File: src/rtl/pcie_tx_arbiter.sv
// pcie_tx_arbiter: packet-granular round-robin arbiter sharing one PCIe Tx
// local-link between a posted-write source (A) and a completion source (B).
// A grant is only issued when the matching core Tx buffer is available, is
// held for the whole TLP, and is torn down on eof, on discontinue, or when the
// granted source stalls for too long mid-packet.
module pcie_tx_arbiter #(
  parameter int A_BUF_BIT = 1,
  parameter int B_BUF_BIT = 2,
  parameter int WD_LIMIT  = 512,
  parameter int WD_W      = 10
) (
  input  logic        trn_clk,
  input  logic        trn_reset_n,
  input  logic [3:0]  trn_tbuf_av,
  input  logic        trn_tdst_rdy_n,
  input  logic        trn_tdst_dsc_n,
  output logic [63:0] trn_td,
  output logic [7:0]  trn_trem_n,
  output logic        trn_tsof_n,
  output logic        trn_teof_n,
  output logic        trn_tsrc_rdy_n,
  input  logic        a_req,
  output logic        a_gnt,
  input  logic [63:0] a_td,
  input  logic [7:0]  a_trem_n,
  input  logic        a_tsof_n,
  input  logic        a_teof_n,
  input  logic        a_tsrc_rdy_n,
  output logic        a_tdst_rdy_n,
  input  logic        b_req,
  output logic        b_gnt,
  input  logic [63:0] b_td,
  input  logic [7:0]  b_trem_n,
  input  logic        b_tsof_n,
  input  logic        b_teof_n,
  input  logic        b_tsrc_rdy_n,
  output logic        b_tdst_rdy_n,
  output logic        tx_arb_err,
  output logic        busy
);

  typedef enum logic {
    ST_IDLE = 1'b0,
    ST_BUSY = 1'b1
  } state_t;

  state_t            r_state;
  logic              r_sel;      // 0 = A owns the link, 1 = B
  logic              r_last;     // requester of the most recent packet (0 = A, 1 = B)
  logic              r_a_gnt;
  logic              r_b_gnt;
  logic              r_err;
  logic [WD_W-1:0]   r_wd;

  logic              w_elig_a;
  logic              w_elig_b;
  logic              w_pick_b;
  logic              w_s_tsrc_rdy_n;
  logic              w_s_teof_n;
  logic              w_accept;
  logic [WD_W-1:0]   w_wd_next;
  logic              w_wd_hit;
  logic              w_abort;
  logic              w_unused_tbuf;

  // Only two of the buffer-availability bits matter; the rest are folded away.
  assign w_unused_tbuf  = ^trn_tbuf_av;

  assign w_elig_a       = a_req & trn_tbuf_av[A_BUF_BIT];
  assign w_elig_b       = b_req & trn_tbuf_av[B_BUF_BIT];
  // On a tie, B wins only if A had the previous packet.
  assign w_pick_b       = w_elig_b & (~w_elig_a | ~r_last);

  assign w_s_tsrc_rdy_n = r_sel ? b_tsrc_rdy_n : a_tsrc_rdy_n;
  assign w_s_teof_n     = r_sel ? b_teof_n     : a_teof_n;
  assign w_accept       = ~w_s_tsrc_rdy_n & ~trn_tdst_rdy_n;

  // Watchdog counts only source stalls; core backpressure with data offered
  // resets it because the source is doing its part.
  assign w_wd_next      = r_wd + {{(WD_W-1){1'b0}}, 1'b1};
  assign w_wd_hit       = w_s_tsrc_rdy_n & (w_wd_next == WD_W'(WD_LIMIT));
  assign w_abort        = ~trn_tdst_dsc_n | w_wd_hit;

  // Grant FSM: pick in IDLE, hold through the packet, release on eof or abort.
  always_ff @(posedge trn_clk) begin
    if (!trn_reset_n) begin
      r_state <= ST_IDLE;
      r_sel   <= 1'b0;
      r_last  <= 1'b1;
      r_a_gnt <= 1'b0;
      r_b_gnt <= 1'b0;
      r_err   <= 1'b0;
      r_wd    <= '0;
    end else begin
      case (r_state)
        ST_IDLE: begin
          r_wd <= '0;
          if (w_elig_a | w_elig_b) begin
            r_state <= ST_BUSY;
            r_sel   <= w_pick_b;
            r_a_gnt <= ~w_pick_b;
            r_b_gnt <= w_pick_b;
          end
        end
        ST_BUSY: begin
          if (w_abort) begin
            r_state <= ST_IDLE;
            r_a_gnt <= 1'b0;
            r_b_gnt <= 1'b0;
            r_last  <= r_sel;
            r_err   <= 1'b1;
            r_wd    <= '0;
          end else if (w_accept & ~w_s_teof_n) begin
            r_state <= ST_IDLE;
            r_a_gnt <= 1'b0;
            r_b_gnt <= 1'b0;
            r_last  <= r_sel;
            r_wd    <= '0;
          end else if (w_s_tsrc_rdy_n) begin
            r_wd <= w_wd_next;
          end else begin
            r_wd <= '0;
          end
        end
        default: begin
          r_state <= ST_IDLE;
          r_a_gnt <= 1'b0;
          r_b_gnt <= 1'b0;
        end
      endcase
    end
  end

  // Combinational data path: the owner's link drives the core, idle otherwise.
  always_comb begin
    trn_td         = '0;
    trn_trem_n     = '0;
    trn_tsof_n     = 1'b1;
    trn_teof_n     = 1'b1;
    trn_tsrc_rdy_n = 1'b1;
    a_tdst_rdy_n   = 1'b1;
    b_tdst_rdy_n   = 1'b1;
    if (r_state == ST_BUSY) begin
      if (r_sel) begin
        trn_td         = b_td;
        trn_trem_n     = b_trem_n;
        trn_tsof_n     = b_tsof_n;
        trn_teof_n     = b_teof_n;
        trn_tsrc_rdy_n = b_tsrc_rdy_n;
        b_tdst_rdy_n   = trn_tdst_rdy_n;
      end else begin
        trn_td         = a_td;
        trn_trem_n     = a_trem_n;
        trn_tsof_n     = a_tsof_n;
        trn_teof_n     = a_teof_n;
        trn_tsrc_rdy_n = a_tsrc_rdy_n;
        a_tdst_rdy_n   = trn_tdst_rdy_n;
      end
    end
  end

  assign a_gnt      = r_a_gnt;
  assign b_gnt      = r_b_gnt;
  assign tx_arb_err = r_err;
  assign busy       = (r_state == ST_BUSY);

endmodule

File: config.mk
export PLATFORM = sky130hd
export DESIGN_NAME = pcie_tx_arbiter
export DESIGN_NICKNAME = d
export VERILOG_FILES = /design/src/rtl/pcie_tx_arbiter.sv
export SDC_FILE = /design/constraint.sdc
export NUM_CORES = 1
export LEC_CHECK = 0
export CAP_MARGIN = 20
export CORE_AREA = 2 2 92 94
export CTS_CLUSTER_SIZE = 40
export DETAILED_ROUTE_END_ITERATION = 8
export DIE_AREA = 0 0 94 96
export GPL_TIMING_DRIVEN = 0
export PLACE_DENSITY = 0.89
export SYNTH_ARGS = -nofsm -noshare
export SYNTH_HDL_FRONTEND = slang
export SYNTH_SLANG_ARGS = --single-unit
File: constraint.sdc
create_clock -name trn_clk -period 3.2 [get_ports trn_clk]
set_input_delay 0.32 -clock trn_clk [delete_from_list [all_inputs] [get_ports trn_clk]]
set_output_delay 0.32 -clock trn_clk [all_outputs]
set_load 0.03 [all_outputs]
; ---- Word-level counts from Yosys, hierarchy flattened
; Index checks and enable logic that the tools add are counted.
[totals]
regBits = 16
wordCells = 63
out_inout_bits = 81
[classes]
add_sub_neg = 1
bitwise_logic = 17
reduce_logical = 5
n_mux = 30
n_eq_ne = 3
[ops]
columns = operator, count
row1 = $mux W64, 2
row2 = $mux W10, 3
row3 = $pmux W10 S2, 1
row4 = $mux W1, 19
row5 = $mux W8, 2
row6 = $add A10 B1 Y10 const B, 1
row7 = $eq A10 B10 Y1 const B, 1
row8 = $not A1 Y1, 8
row9 = $reduce_and A2 Y1, 4
row10 = $and A1 B1 Y1, 6
row11 = $pmux W1 S2, 3
row12 = $ne A3 B1 Y1 const B, 1
row13 = $or A1 B1 Y1, 3
row14 = $ne A2 B2 Y1 const B, 1
row15 = $reduce_bool A2 Y1, 1

; ---- Logic depth before layout (Yosys ltp)
; Gate-level depths: netlist of run 1.
[depth]
word_depth = 7
depth_mapped = 6
ltp_nobuf = 6

; ---- Worst setup path after synthesis of run 1
; OpenSTA, ideal clock, no wires.
[synth_path]
kind = register to output
from = register r_sel
to = output trn_td[49]
path_slack_ps = 958
arrival_ps = 1922
required_ps = 2880
path_buffers = 3
stages_incl_launch_ff = 6
cell_sequence = dfxtp_1 -> clkbuf_1 -> buf_2 -> buf_1 -> mux2i_1 -> nor2b_1
[synth_between]
elab_chain_cells = 2
[synth_lines]
columns = item, line
row1 = "start, declared", 48  ; logic r_sel;
row2 = "start signal, assigned", 100  ; r_sel <= w_pick_b;
row3 = $mux W64, 144  ; if (r_sel) begin
row4 = $mux W64, 143  ; if (r_state == ST_BUSY) begin
row5 = "end, declared", 17  ; output logic [63:0] trn_td,
; Every way passes these cells.

; ---- Final worst setup path of run 1
[layout_path]
from = register r_sel
to = output trn_td[45]
; The elaborated chain is that of the path after synthesis.

==> results of run 1 <==
per-stage QoR:
stage	instances	hold WS, ns	cell area [um2]
final	615	0.4980	4742
after global routing	615	0.5225	4742
after CTS	616	0.5053	4746
after detailed placement	612	0.4942	4688
after global placement	612	0.4828	4688
after floorplan	269	0.4273	2175
where the power goes:
part | leakage [nW] | switching [W] | internal (W)
clock | 0.0288 | 0.0000709 | 0.000109
sequential | 0.130 | 0.00000814 | 0.000205
combinational | 1.48 | 0.000317 | 0.000379
worst max-delay path by stage:
stage,end,slack [ns],cells past startpoint
finish,trn_td[45],0.28,4
global placement,trn_td[56],0.03,6
global route,trn_td[52],0.1,5
floorplan,trn_td[49],0.96,5
CTS,trn_td[55],0.05,6
detailed placement,trn_td[55],0.03,6
tightest hold or removal path: stages, from the launching register on:
cell,delay (ns)
dfxtp_1,0.33
inv_1,0.06
a31oi_1,0.06
repair_timing:
| action | CTS | global route |
|---|---|---|
| resized for setup | 2 | 0 |
| hold buffers | 0 | 0 |
| endpoints found under the setup margin | 17 | 11 |
Yosys cell counts, drive strengths merged:
cell / number / share of area [%]
nor3: 6 / 1.4
a211oi: 2 / 0.69
or4: 1 / 0.52
nand3: 7 / 1.6
a221o: 1 / 0.46
xor2: 3 / 1.2
o2111a: 1 / 0.52
buf: 5 / 0.92
clkbuf: 13 / 2.2
a22oi: 1 / 0.35
dfxtp: 16 / 15
a31oi: 4 / 1.2
and3: 2 / 0.58
o21bai: 1 / 0.35
inv: 5 / 0.86
o21ai: 3 / 0.69
o21a: 1 / 0.35
mux2i: 77 / 35
a311oi: 1 / 0.40
nand4: 2 / 0.86
or3b: 1 / 0.40
a32o: 1 / 0.46
or2: 1 / 0.29
a21boi: 2 / 0.69
mux2: 1 / 0.52
nor2: 10 / 1.7
nand3b: 1 / 0.35
nand2b: 2 / 0.58
ha: 2 / 1.2
nor2b: 77 / 22
nor3b: 1 / 0.35
nand2: 8 / 1.4
and2: 2 / 0.58
a2111oi: 1 / 1.3
xnor2: 7 / 2.8
flip-flops by register name, summed over array words and instances, names as in the netlist:
signal	cells
r_wd	10
r_sel	1
r_last	1
b_gnt	1
busy	1
tx_arb_err	1
a_gnt	1
kinds of logic (layout without fill, tap and decap cells):
| family | Yosys count | count (layout) |
|---|---|---|
| multiplexers | 78 | 78 |
| AND/OR/NAND/NOR | 121 | 121 |
| flip-flops | 16 | 16 |
| AO/OA/AOI/OAI | 19 | 19 |
| adder cells (fa/ha/maj) | 2 | 2 |
| XOR/XNOR | 10 | 10 |
| buffers and inverters | 23 | 264 |
per-layer routing:
metal  part of all wire [%]  global-route usage, %  up-vias  wire (um)
li1                       -                      -     1409          -
met2                     48                  37.26      128       5186
met5                   0.12                      0        -         13
met1                     40                  26.68     1296       4311
met4                    1.4                  3.986        2        145
met3                    9.8                  6.578       16       1048
area by class of cell:
class / instances / area (um2)
buffer: 17 / 67.56
clock buffer: 4 / 55.05
fill: 682 / 3309
inverter: 5 / 18.77
multi-input combinational: 230 / 1767
sequential: 16 / 320.3
tap: 105 / 131.4
timing repair buffer: 238 / 2382
==> summary.md, run 1 <==
| Metric | Value |
|---|---|
| Peak VDD IR | 201.4 uV |
| Cell count after synthesis | 269 |
| Critical Path Start | r_sel |
| Grt ovf | 0 |
| Mapped Area | 0.002175 mm2 |
| CP top delay family | buffers and inverters |
| Largest net degree at the start of global routing | 11 |
| CP Cell Sequence | buf_1 > mux2i_1 > nor2b_1 > clkdlybuf4s50_1 |
| Startpoint Class | register |
| Die Y | 96 um |
| Worst-Skew Late Latency | 0.25 ns |
| Slowest stage cell, crit path | clkdlybuf4s50_1 |
| CTS Buffer Depth | 2 |
| Root Buffer | clkbuf_8 |
| Xor and xnor area share after synthesis | 4.028% |
| Run status | complete, no violations |
| Final Routed Wirelength | 10.71 mm |
| Ys Warns | 0 |
| Hold Crit Class | register to register |
| Hold-critical path depth | 2 |
| Drt pass-1 iters | 4 |
| Yosys reg bits | 16 |
| Post-DRT Antenna Nets | 0 |
| Vias per std cell | 4.636 |
| Most common cell after layout, fill and taps aside | clkdlybuf4s50_1 |
| Number of buffers added on ports | 238 |
| Worst-path maximum fanout | 10 |
| Final setup fails | 0 |
| Pleak | 1.634 nW |
| Post-synthesis sequential area ratio | 14.73% |
| Fin nets | 673 |
| Total Power | 0.001089 W |
| Hold Vio Cnt, Final | 0 |
| Total die area | 0.009024 mm2 |
| # IOs | 241 |
| Setup bufs post-CTS | 0 |
| Layout Skew | 0.003819 ns |
| Layout cell share with drive strength beyond 1 | 2.549% |
| Post-synthesis adder-cell area fraction | 1.151% |
| Initial DRC Count | 43 |
| DRC viols | 0 |
| Worst setup margin | 0.2843 ns |
| Area Overhead vs Synth | 118.1% |
| DR vias | 2,851 |
| GRT Overall Usage | 21.54% |
| RR Endpoint | busy |
| DP Wirelength | 9.133 mm |
| Worst endpoint required time | 2.88 ns |
| H-tree Lvls | 1 |
| Initial antenna violation count | 1 |
| Core area | 0.008051 mm2 |
| Post-Syn Nets | 431 |
| Largest family of logic cells by synthesized area | multiplexers |
| Period minus WS final | 2.916 ns |
| R2R Setup Slk | 0.93 ns |
| Slew @ Worst Pin | 0.7239 ns |
| Routability cong. | 0.8836 |
| Worst reg2reg startpoint | r_wd[0] |
| Syn Area/Cell | 8.084 um2 |
| Clk sinks | 16 |
| Worst Hold Path EP | tx_arb_err |
| Unrepaired setup endpoints after global routing | no |
| Num CTS Buffers | 3 |
| Number of diodes | 0 |
| Global-route wire length before repair | 15.17 mm |
| Vias in the first global route | 2,896 |
| Power per Cell Area | 229.7 mW/mm2 |
| Max incr delay on CP | 0.77 ns |
| Clock slew at reported path FFs | 0.07 ns |
| Bufs and invs on worst path | 2 |
| Die Wd | 94 um |
| Most frequent cells in the layout | 238 x clkdlybuf4s50_1, 77 x mux2i_1, 77 x nor2b_1, 16 x dfxtp_1, 12 x clkbuf_1 |
| Max cap viols | 0 |
| Final Core Density | 58.90% |
| Data arrival, critical path | 2.60 ns |
| Synth Area in Simple Gates | 32.74% |
| Max-slew violations | 0 |
| TNS Setup | 0 ns |
| Synth Area in Compound Gates | 7.365% |
| Starting Density | 27.01% |
| Post-synth cell types | 37 |
| WL per Instance | 17.41 um |
| CP Capture Type | output pin |
| Post-synthesis mux area share | 35.96% |
| Cells on worst reg2reg path | 6 |
| Period utilisation layout | 91.12% |
| Fmax | 343.0 MHz |
| # rows | 33 |
| Hold_sp | tx_arb_err |
| Dpl ws | 0.03258 ns |
| TritonCTS clock tree | done |
| CP Class | register to output pin |
| Slew HR | 51.74% |
(Power assumes the default switching activity.)
==> run 2, diff against run 1 <==
--- a/config.mk
+++ b/config.mk
@@ -6,12 +6,13 @@
 export NUM_CORES = 1
 export LEC_CHECK = 0
 export CAP_MARGIN = 20
-export CORE_AREA = 2 2 92 94
+export CORE_ASPECT_RATIO = 0.75
+export CORE_MARGIN = 8
+export CORE_UTILIZATION = 31
 export CTS_CLUSTER_SIZE = 40
 export DETAILED_ROUTE_END_ITERATION = 8
-export DIE_AREA = 0 0 94 96
 export GPL_TIMING_DRIVEN = 0
-export PLACE_DENSITY = 0.89
+export PLACE_DENSITY = 0.95
 export SYNTH_ARGS = -nofsm -noshare
 export SYNTH_HDL_FRONTEND = slang
 export SYNTH_SLANG_ARGS = --single-unit
==> run 2 against run 1 <==
Worst setup slack worse by 0.088 ns. Register-to-register slack hardly changed. Combinational power grew 1%. Largest power group unchanged. Critical endpoint is now trn_td[11].
==> summary.md, run 2 (synthesized netlist as in run 1, its figures left out) <==
| Metric | Value |
|---|---|
| TNS Setup | 0 ns (unchanged) |
| Placed cell count | 591 (-3.4%) |
| Post-DRT Antenna Nets | 0 (unchanged) |
| DRC viols | 0 (unchanged) |
| Unrepaired setup endpoints after global routing | no |
| Period utilisation layout | 93.86% (+2.7 points) |
| Fin nets | 674 (+0.15%) |
| CP Class | register to output pin |
| Die Wd | 112.7 um (+20%) |
| Slew @ Worst Pin | 0.7990 ns (+0.07510 ns) |
| Initial antenna violation count | 0 (-1) |
| Final Routed Wirelength | 12.46 mm (+16%) |
| Placed instance area | 0.004662 mm2 (-0.56%) |
| Clock group share of total power | 16.6% (about the same) |
| Layout Skew | 0.002401 ns (-0.001418 ns) |
| # rows | 26 (-21%) |
| Final instance area | 0.004720 mm2 (-0.47%) |
| Worst-Skew Late Latency | 0.25 ns (about the same) |
| Run status | complete, no violations |
| Fmax | 333.0 MHz (-2.9%) |
| Vias in the first global route | 2,998 (+3.5%) |
| Root Buffer | clkbuf_8 |
| Num CTS Buffers | 3 (unchanged) |
| # IOs | 241 (unchanged) |
| Max cap viols | 0 (unchanged) |
| Sw Pwr | 0.0004002 W (+1.1%) |
| Vias per std cell | 4.929 (+6.3%) |
| DR vias | 2,933 (+2.9%) |
| Final setup fails | 0 (unchanged) |
| Startpoint Class | register |
| Number of diodes | 0 (unchanged) |
| Initial DRC Count | 184 (+330%) |
| Period minus WS final | 3.003 ns (+0.08772 ns) |
| Grt ovf | 0 (unchanged) |
| Die Y | 88.54 um (-7.8%) |
| TritonCTS clock tree | done |
| Final Core Density | 69.41% (+11 points) |
| Largest register FFs | 10 (unchanged) |
| Max incr delay on CP | 0.72 ns (-0.05 ns) |
| GRT Overall Usage | 22.59% (+1.0 points) |
| Core area | 0.006799 mm2 (-16%) |
| Number of buffers added on ports | 238 (unchanged) |
| Global-route wire length before repair | 17.64 mm (+16%) |
| Worst-path maximum fanout | 10 (unchanged) |
| Cells on worst reg2reg path | 6 (unchanged) |
| Clock slew at reported path FFs | 0.07 ns (about the same) |
| Layout cell share with drive strength beyond 1 | 2.544% (-0.0050 points) |
| H-tree Lvls | 1 (unchanged) |
| Most common cell after layout, fill and taps aside | clkdlybuf4s50_1 |
| R2R Setup Slk | 0.94 ns (about the same) |
| Routability cong. | 0.9420 (+6.6%) |
| CP Capture Type | output pin |
| Worst endpoint required time | 2.88 ns (about the same) |
| Slew HR | 46.73% (-5.0 points) |
| Non-Filler Instances | 595 (-3.3%) |
| Slowest stage cell, crit path | clkdlybuf4s50_1 |
| Most frequent cells in the layout | 238 x clkdlybuf4s50_1, 77 x mux2i_1, 77 x nor2b_1, 16 x dfxtp_1, 13 x clkbuf_1 |
| Hold Crit Class | register to register |
| Largest net degree at the start of global routing | 11 (unchanged) |
| Minimum hold slack | 0.4927 ns (-0.005227 ns) |
| Flop pwr share | 19.2% (-0.4 points) |
| Int Power | 0.0006936 W (about the same) |
| Hold-critical path depth | 2 (unchanged) |
| CTS Buffer Depth | 2 (unchanged) |
| Max-slew violations | 0 (unchanged) |
| CP Cell Sequence | clkbuf_1 > clkbuf_1 > mux2i_1 > nor2b_1 > clkdlybuf4s50_1 |
| Pleak | 1.635 nW (about the same) |
| Clk sinks | 16 (unchanged) |
| WL per Instance | 20.95 um (+20%) |
| Peak VDD IR | 164.3 uV (-18%) |
| Total die area | 0.009979 mm2 (+11%) |
| Hold Vio Cnt, Final | 0 (unchanged) |
| Comb pwr share | 64.3% (+0.4 points) |
| Area Overhead vs Synth | 117.0% |
| Most flops, register | r_wd |
| Drt pass-1 iters | 4 (unchanged) |
| Data arrival, critical path | 2.68 ns (+0.08 ns) |
| Starting Density | 31.98% (+5.0 points) |
| Sw Share | 36.58% (+0.25 points) |
| DP Wirelength | 10.97 mm (+20%) |
| Power per Cell Area | 231.8 mW/mm2 (+0.91%) |
| CP most frequent cell | clkbuf_1 |
## run 2: cell count changes in the layout (fill, tap and decap cells not counted), sizes merged
| cell | delta |
|---|---|
| clkbuf | +1 |
## run 2: per-stage QoR
step | power, W | setup slack, ns
after floorplan | 0.0005369 | 0.9584
after global placement | 0.0009026 | 0.1735
after detailed placement | 0.0009157 | 0.1601
after CTS | 0.001096 | 0.1644
after global routing | 0.001143 | 0.006873
final | 0.001094 | 0.1966
## run 2: path summary, 6_finish.rpt
kind / from / end
max: r_sel / trn_td[11]
min: tx_arb_err / tx_arb_err
max reg2reg: r_wd[0] / busy
min reg2reg: tx_arb_err / tx_arb_err
## run 2: what timing repair did
action                                 in CTS  in global routing
buffers inserted                            0                  0
endpoints found under the hold margin       0                  0
hold buffers                                0                  0
gates resized for setup                     2                  0
setup endpoints to repair                  16                  0
## run 2: power by group through the flow
stage / registers, W / logic [W] / clock network [W]
finish: 0.000210 / 0.000703 / 0.000181
global route: 0.000210 / 0.000738 / 0.000195
detailed placement: 0.000214 / 0.000702 / 0
floorplan: 0.000220 / 0.000317 / 0
CTS: 0.000210 / 0.000705 / 0.000182
global placement: 0.000214 / 0.000689 / 0
## run 2: final cells by class
cell class                 count  area, um2
buffer                        18      71.32
clock buffer                   4      55.05
fill                         542       2079
inverter                       5      18.77
multi-input combinational    230       1767
sequential                    16      320.3
tap                           84      105.1
timing repair buffer         238       2382
## run 2: worst max-delay path: cells and delay by family, from the launching register on
family | cells | cell delay, ns
buf+inv | 3 | 1.72
flops | 1 | 0.30
mux | 1 | 0.19
simple gates | 1 | 0.22
## run 2: per-layer routing
metal	global-route usage, %	up-vias	wire length [um]
met5	0	-	0
met4	4.634	0	252
met3	5.930	19	1004
met2	42.90	154	6536
met1	24.97	1344	4670
li1	-	1416	-
==> run 3, diff against run 2 <==
--- a/config.mk
+++ b/config.mk
@@ -5,7 +5,6 @@
 export SDC_FILE = /design/constraint.sdc
 export NUM_CORES = 1
 export LEC_CHECK = 0
-export CAP_MARGIN = 20
 export CORE_ASPECT_RATIO = 0.75
 export CORE_MARGIN = 8
 export CORE_UTILIZATION = 31
==> results of run 3 <==
Same layout as run 2: the final DEF is identical, and so are final timing and power.
